==> src/rtl/ps2_rx_fifo.sv <==
// PS/2 device-to-host receiver: pin synchronisers, 11-bit frame deframer with timeout,
// and a small receive FIFO with an edge-triggered, active-low pop request.
module ps2_rx_fifo #(
  parameter int unsigned DEPTH_LOG2 = 3,
  parameter int unsigned TIMEOUT    = 50000
) (
  input  logic       clk,
  input  logic       clrn,
  input  logic       ps2_clk,
  input  logic       ps2_data,
  input  logic       nextdata_n,
  output logic [7:0] data,
  output logic       ready,
  output logic       overflow,
  output logic       frame_err
);

  localparam int unsigned Depth = 2 ** DEPTH_LOG2;
  localparam int unsigned TmoW  = $clog2(TIMEOUT + 1);

  typedef enum logic {StIdle, StShift} state_e;

  // Synchronisers and falling-edge detect
  logic [2:0] ps2c_sync_q;
  logic [1:0] ps2d_sync_q;
  logic       fall;
  logic       bit_in;

  assign fall   = ps2c_sync_q[2] & ~ps2c_sync_q[1];
  assign bit_in = ps2d_sync_q[1];

  // Deframer state
  state_e            state_q, state_d;
  logic [3:0]        bitcnt_q, bitcnt_d;
  logic [9:0]        shreg_q, shreg_d;
  logic [TmoW-1:0]   tmo_q, tmo_d;
  logic              frame_err_q, frame_err_d;
  logic [9:0]        frame;
  logic              frame_ok;
  logic              push;

  // {stop, parity, d7..d0} as seen on the fall that samples the stop bit
  assign frame    = {bit_in, shreg_q[9:1]};
  assign frame_ok = frame[9] & (^frame[8:0]);

  always_comb begin
    state_d     = state_q;
    bitcnt_d    = bitcnt_q;
    shreg_d     = shreg_q;
    frame_err_d = 1'b0;
    push        = 1'b0;
    tmo_d       = tmo_q;
    if (fall) begin
      tmo_d = '0;
    end else if (tmo_q != TmoW'(TIMEOUT)) begin
      tmo_d = tmo_q + TmoW'(1);
    end

    case (state_q)
      StIdle: begin
        if (fall && !bit_in) begin
          state_d  = StShift;
          bitcnt_d = 4'd1;
          shreg_d  = '0;
        end
      end
      StShift: begin
        if (fall) begin
          shreg_d  = {bit_in, shreg_q[9:1]};
          bitcnt_d = bitcnt_q + 4'd1;
          if (bitcnt_q == 4'd10) begin
            state_d  = StIdle;
            bitcnt_d = '0;
            if (frame_ok) begin
              push = 1'b1;
            end else begin
              frame_err_d = 1'b1;
            end
          end
        end else if (tmo_q == TmoW'(TIMEOUT)) begin
          state_d     = StIdle;
          bitcnt_d    = '0;
          frame_err_d = 1'b1;
        end
      end
      default: state_d = StIdle;
    endcase
  end

  always_ff @(posedge clk) begin
    if (!clrn) begin
      ps2c_sync_q <= 3'b111;
      ps2d_sync_q <= 2'b11;
      state_q     <= StIdle;
      bitcnt_q    <= '0;
      shreg_q     <= '0;
      tmo_q       <= '0;
      frame_err_q <= 1'b0;
    end else begin
      ps2c_sync_q <= {ps2c_sync_q[1:0], ps2_clk};
      ps2d_sync_q <= {ps2d_sync_q[0], ps2_data};
      state_q     <= state_d;
      bitcnt_q    <= bitcnt_d;
      shreg_q     <= shreg_d;
      tmo_q       <= tmo_d;
      frame_err_q <= frame_err_d;
    end
  end

  assign frame_err = frame_err_q;

  // Receive FIFO
  logic [7:0]            mem_q [Depth];
  logic [DEPTH_LOG2-1:0] rd_ptr_q, wr_ptr_q;
  logic [DEPTH_LOG2:0]   count_q;
  logic                  overflow_q;
  logic                  nd_q;
  logic                  pop;
  logic                  full;
  logic                  wr_en;

  assign ready = (count_q != '0);
  assign data  = mem_q[rd_ptr_q];
  assign full  = (count_q == (DEPTH_LOG2 + 1)'(Depth));
  assign pop   = nd_q & ~nextdata_n & ready;
  // A simultaneous pop frees the slot, so a push into a full FIFO still lands
  assign wr_en = push & (~full | pop);

  always_ff @(posedge clk) begin
    if (!clrn) begin
      for (int unsigned i = 0; i < Depth; i++) begin
        mem_q[i] <= '0;
      end
      rd_ptr_q   <= '0;
      wr_ptr_q   <= '0;
      count_q    <= '0;
      overflow_q <= 1'b0;
      nd_q       <= 1'b1;
    end else begin
      nd_q <= nextdata_n;
      if (wr_en) begin
        mem_q[wr_ptr_q] <= frame[7:0];
        wr_ptr_q        <= wr_ptr_q + 1'b1;
      end
      if (pop) begin
        rd_ptr_q <= rd_ptr_q + 1'b1;
      end
      case ({wr_en, pop})
        2'b10:   count_q <= count_q + 1'b1;
        2'b01:   count_q <= count_q - 1'b1;
        default: count_q <= count_q;
      endcase
      if (push && !wr_en) begin
        overflow_q <= 1'b1;
      end
    end
  end

  assign overflow = overflow_q;

endmodule

==> config.mk <==
export PLATFORM = sky130hd
export DESIGN_NAME = ps2_rx_fifo
export DESIGN_NICKNAME = d
export VERILOG_FILES = /design/src/rtl/ps2_rx_fifo.sv
export SDC_FILE = /design/constraint.sdc
export NUM_CORES = 1
export LEC_CHECK = 0
export CAP_MARGIN = 20
export CORE_MARGIN = 8
export CORE_UTILIZATION = 60
export CTS_BUF_LIST = sky130_fd_sc_hd__clkbuf_16
export DETAILED_ROUTE_END_ITERATION = 10
export PLACE_DENSITY = 0.77
export RECOVER_POWER = 50
export SYNTH_ARGS = -nofsm -noshare
export SYNTH_HDL_FRONTEND = slang
export SYNTH_SLANG_ARGS = --single-unit
==> constraint.sdc <==
create_clock -name clk -period 3.3 [get_ports clk]
set_input_delay 0.66 -clock clk [delete_from_list [all_inputs] [get_ports clk]]
set_output_delay 0.66 -clock clk [all_outputs]
set_load 0.01 [all_outputs]
## Yosys cells after proc, flatten, opt, wreduce, memory -nomap -nowiden

Memories as Yosys holds them, arrays and structs flattened. A register that Yosys moved wholly into a read port is not among the register bits.
Index checks and enable logic that the tools add are counted.

- Flip-flop bits (word level): 49
- Latch bits: 0
- Memory bits (writable): 64
- Bits in read-only memories: 0
- Output and inout bits: 11
- Word-level logic and storage cells: 82
- Memories kept: 1

Memories:

| name | depth | bits a word | read ports | clocked after Yosys merged registers in | write ports | RTL line | RTL |
|---|---|---|---|---|---|---|---|
| mem_q | 8 | 8 | 1 | 1 | 8 | 113 | `logic [7:0] mem_q [Depth];` |

- $add $sub $neg: 6
- Multiply operators: 0
- Divide/modulo/power cells: 0
- $lt $le $gt $ge: 0
- Equality and inequality tests: 9
- Shifts and indexed selects: 0
- Mux-type cells: 31
- Bitwise operators: 11
- Reduce and logical (&&, ||, !) cells: 12

Operator list:

| operator | number |
|---|---|
| $mux W10 | 2 |
| $pmux W10 S2 | 1 |
| $mux W1 | 17 |
| $add A16 B1 Y16 const B | 1 |
| $eq A16 B16 Y1 const B | 1 |
| $mux W4 | 4 |
| $ne A16 B16 Y1 const B | 1 |
| $pmux W4 S2 | 2 |
| $mux W3 | 3 |
| $reduce_xor A9 Y1 | 1 |
| $add A4 B1 Y4 const B | 2 |
| $eq A4 B4 Y1 const B | 2 |
| $mux W8 | 1 |
| $reduce_or A8 Y1 | 1 |
| $add A3 B1 Y3 const B | 2 |
| $reduce_and A2 Y1 | 3 |
| $and A1 B1 Y1 | 5 |
| $not A1 Y1 | 5 |
| $ne A2 B2 Y1 const B | 2 |
| $reduce_bool A4 Y1 | 1 |
| $sub A4 B1 Y4 const B | 1 |
| $ne A3 B2 Y1 const B | 1 |
| $eq A2 B1 Y1 const B | 1 |
| $eq A2 B2 Y1 const B | 1 |
| 6 further kinds | 8 |

## Logic depth before layout (Yosys ltp)

- Depth after elaboration: 12
- Gate-level depth with buffers: 13
- Depth with buffers taken out: 13

## Least setup slack after synthesis

Ideal clock, no wire load.

- Path type: input to register
- Start: input port clrn
- End: memory mem_q[0][0] (enable)
- Library setup time: 0.384 ns
- Arrival time: 2.270 ns
- Slack: 0.646 ns
- Stages: 5
- Buffers on the path: 2
- Cells stage by stage: clkbuf_1 clkinv_1 or3_1 buf_1 o21ai_0

RTL lines:

| item | RTL line | RTL |
|---|---|---|
| start: declaration | 8 | `input logic clrn,` |
| end: declaration | 113 |  |

==> impl_metrics.json <==
{
  "postSynth.asyncResetShare": 0,
  "critPathArrivalTime_ns": 2.35,
  "die_w_um": 110,
  "die_h_um": 110,
  "cts_root_buf": "clkbuf_16",
  "skew_ns": 0.00713,
  "dieArea_mm2": 0.0121,
  "routed_wl_um": 10500,
  "syn_area_mm2": 0.00531,
  "vias": 3502,
  "busiest_layer": "met2",
  "overflow": 0,
  "yosys.cell_count.top_type": "edfxtp_1",
  "p_leak_uw": 0.00210,
  "cp-start-kind": "flop",
  "reg2reg_to": "mem_q[0][2]",
  "crit_family": "multiplexers",
  "nets": 488,
  "setup_viol": 0,
  "drtAntennaViolNets": 0,
  "seq_power_share": 0.436,
  "cts_hold_buf": 0,
  "cts_max_path_buffers": 2,
  "fin_crit_ns": 3.01,
  "grt_usage": 0.188,
  "yosysTopAreaCellShare": 0.362,
  "via_per_inst": 5.89,
  "end_kind": "output pin",
  "grt_antenna_before_repair": 0,
  "cp_slowest_stage_delay_ns": 0.54,
  "synthTopCellsByArea": "edfxtp_1, dfxtp_1, mux4_2",
  "r2r_setup_slack_ns": 0.30,
  "relSlewSlack": 0.162,
  "drive_gt1_frac": 0.179,
  "fp.coreArea_mm2": 0.00864,
  "switchingPower_uw": 730,
  "place_congestion": 0.781,
  "ys_seq_area_frac": 0.554,
  "timing.max_cap.violations": 0,
  "crit_chain": "buf_4 > mux4_2 > mux2_2 > clkdlybuf4s50_1",
  "use_met2": 0.321,
  "holdPathEnd": "ps2d_sync_q[1]",
  "clk_latency_ns": 0.40,
  "combinationalPowerShare": 0.027,
  "critPathBufInv": 2,
  "finalHoldViolations": 0,
  "wl_per_cell_um": 17.7,
  "synth_area_leader_cell": "edfxtp_1",
  "met3_usage": 0.0401,
  "p_per_area_mw_per_mm2": 582,
  "place_inst": 563,
  "syn_area_per_cell_um2": 11.9,
  "rr_startpoint": "shreg_q[3]",
  "syn_nets": 460,
  "holdCritStartpoint": "ps2d_sync_q[0]",
  "rsz0062_at_grt": "no",
  "ctsResizeCount": 0,
  "hp-class": "flop to flop",
  "r2r_cells": 6,
  "cts_tree": "yes",
  "drt_iter0_drc": 239,
  "synth_commonest_cells": "edfxtp_1, nor3_1, dfxtp_1, nor2_1, nand2_1",
  "grt_pass1_wl_um": 17400,
  "max-vdd-ir-drop_mv": 0.335,
  "antenna_cells": 0,
  "clkPwrFrac": 0.537,
  "p_int_uw": 2860,
  "grt_max_degree": 33,
  "max_freq_mhz": 332,
  "dp_hpwl_um": 6940,
  "io-pin-count": 16,
  "cts_made_buffers": 17,
  "yosys_register_bits": 115,
  "path_class": "flop to output pin",
  "grt_pass1_vias": 3515,
  "fillers": 593,
  "h-tree-depth": 4,
  "num_rows": 34,
  "swShare": 0.203,
  "dr.pass1.iters": 4,
  "drc_errors": 0,
  "area_growth_pct": 16.3,
  "synth.distinct_cells": 55,
  "cts_setup_buffers": 0,
  "required_ns": 2.64,
  "ys.flop_type": "edfxtp_1",
  "worstMarginPinSlew_ns": 1.26,
  "cp_slowest_cell": "mux4_2",
  "start_util": 0.615,
  "clk_pin_slew_ns": 0.05,
  "holdPathStages": 1,
  "fin_crit_sh": 0.913,
  "synth_edf_count": 64,
  "port_buffers": 15,
  "critical_path.max_fanout": 16,
  "fin_tns_setup_ns": 0,
  "slew_violations": 0,
  "clock-sinks": 115,
  "status": "completed",
  "grtUsageMet1": 0.229,
  "yosys_warnings": 0,
  "instances_no_fill": 595,
  "synthCells": 446
}
power by group through the flow:
stage,registers [uW],logic (uW),clock network [uW]
after global placement,1600,94.0,0
final,1570,96.0,1930
after detailed placement,1600,96.3,0
after floorplan,1590,58.0,0
after CTS,1570,97.5,1960
after global routing,1570,103,2010
state kept, by name (all words and copies together) (netlist names), 2 cells and up, named ones only:
signal and cells:
ps2d_sync_q 2, rd_ptr_q 3, mem_q 64, tmo_q 16, bitcnt_q 4, shreg_q 9, count_q 4, ps2c_sync_q 3
wr_ptr_q 3
worst register-to-register path, stage by stage (launching register included):
cell and delay [ns]:
dfxtp_1 0.39, xor2_1 0.16, xnor3_1 0.49, xor2_1 0.34, nand4b_1 0.66, o21ai_0 0.41
buf_4 0.25
layout make-up:
cell class                 count  area (um^2)  share of cell area
timing repair buffer          34          273              0.0442
inverter                      20         75.1              0.0122
tap                          108          135              0.0219
clock buffer                  17          425              0.0689
multi-input combinational    286         2110               0.343
sequential                   115         2940               0.477
clock inverter                15          206              0.0334
routing by layer:
layer  vias up  part of all wire
met1      1699              0.43
li1       1701                 -
met5         -                 0
met2        94              0.50
met3         8             0.058
met4         0             0.011
metrics by stage:
step                hold WS, ns  power, uW  worst slack, ns  instance area [um^2]   util
finish                    0.408       3590            0.287                  6170  0.715
global route              0.423       3690            0.121                  6170  0.715
CTS                       0.411       3620            0.247                  6250  0.724
detailed placement        0.399       1690            0.577                  5620  0.651
global placement          0.394       1690            0.669                  5620  0.651
floorplan                 0.386       1650            0.646                  5310      -
worst max-delay path by stage:
stage	start	to	slack, ns	cells after the start
2_1_floorplan	clrn	mem_q[0][0]	0.65	5
3_3_place_gp	shreg_q[4]	count_q[3]	0.67	11
3_5_place_dp	nextdata_n	count_q[3]	0.58	11
4_1_cts	flop	data[4]	0.25	4
5_1_grt	shreg_q[3]	mem_q[0][3]	0.12	6
6_report	flop	data[5]	0.29	4
logic make-up after synthesis:
kind of cell | Yosys count | share of synthesized area
mux | 34 | 0.107
xor+xnor | 18 | 0.0365
simple gates | 178 | 0.190
flops | 115 | 0.554
buf+inv | 45 | 0.0354
fa+ha+maj | 9 | 0.0226
compound gates | 47 | 0.0538
cells in the final DEF, fill, tap and decap left out, types with 10 or more instances in the layout:
cell type,instances
dfxtp_1,51
o21ai_0,16
clkdlybuf4s50_1,12
nand2b_1,12
nor3_1,59
clkbuf_16,17
nand2_1,20
nor3_2,10
buf_4,12
mux4_2,16
nor2_1,32
a21oi_1,13
edfxtp_1,64
xor2_1,10
inv_1,11
Power figures use the tool's default switching activity.
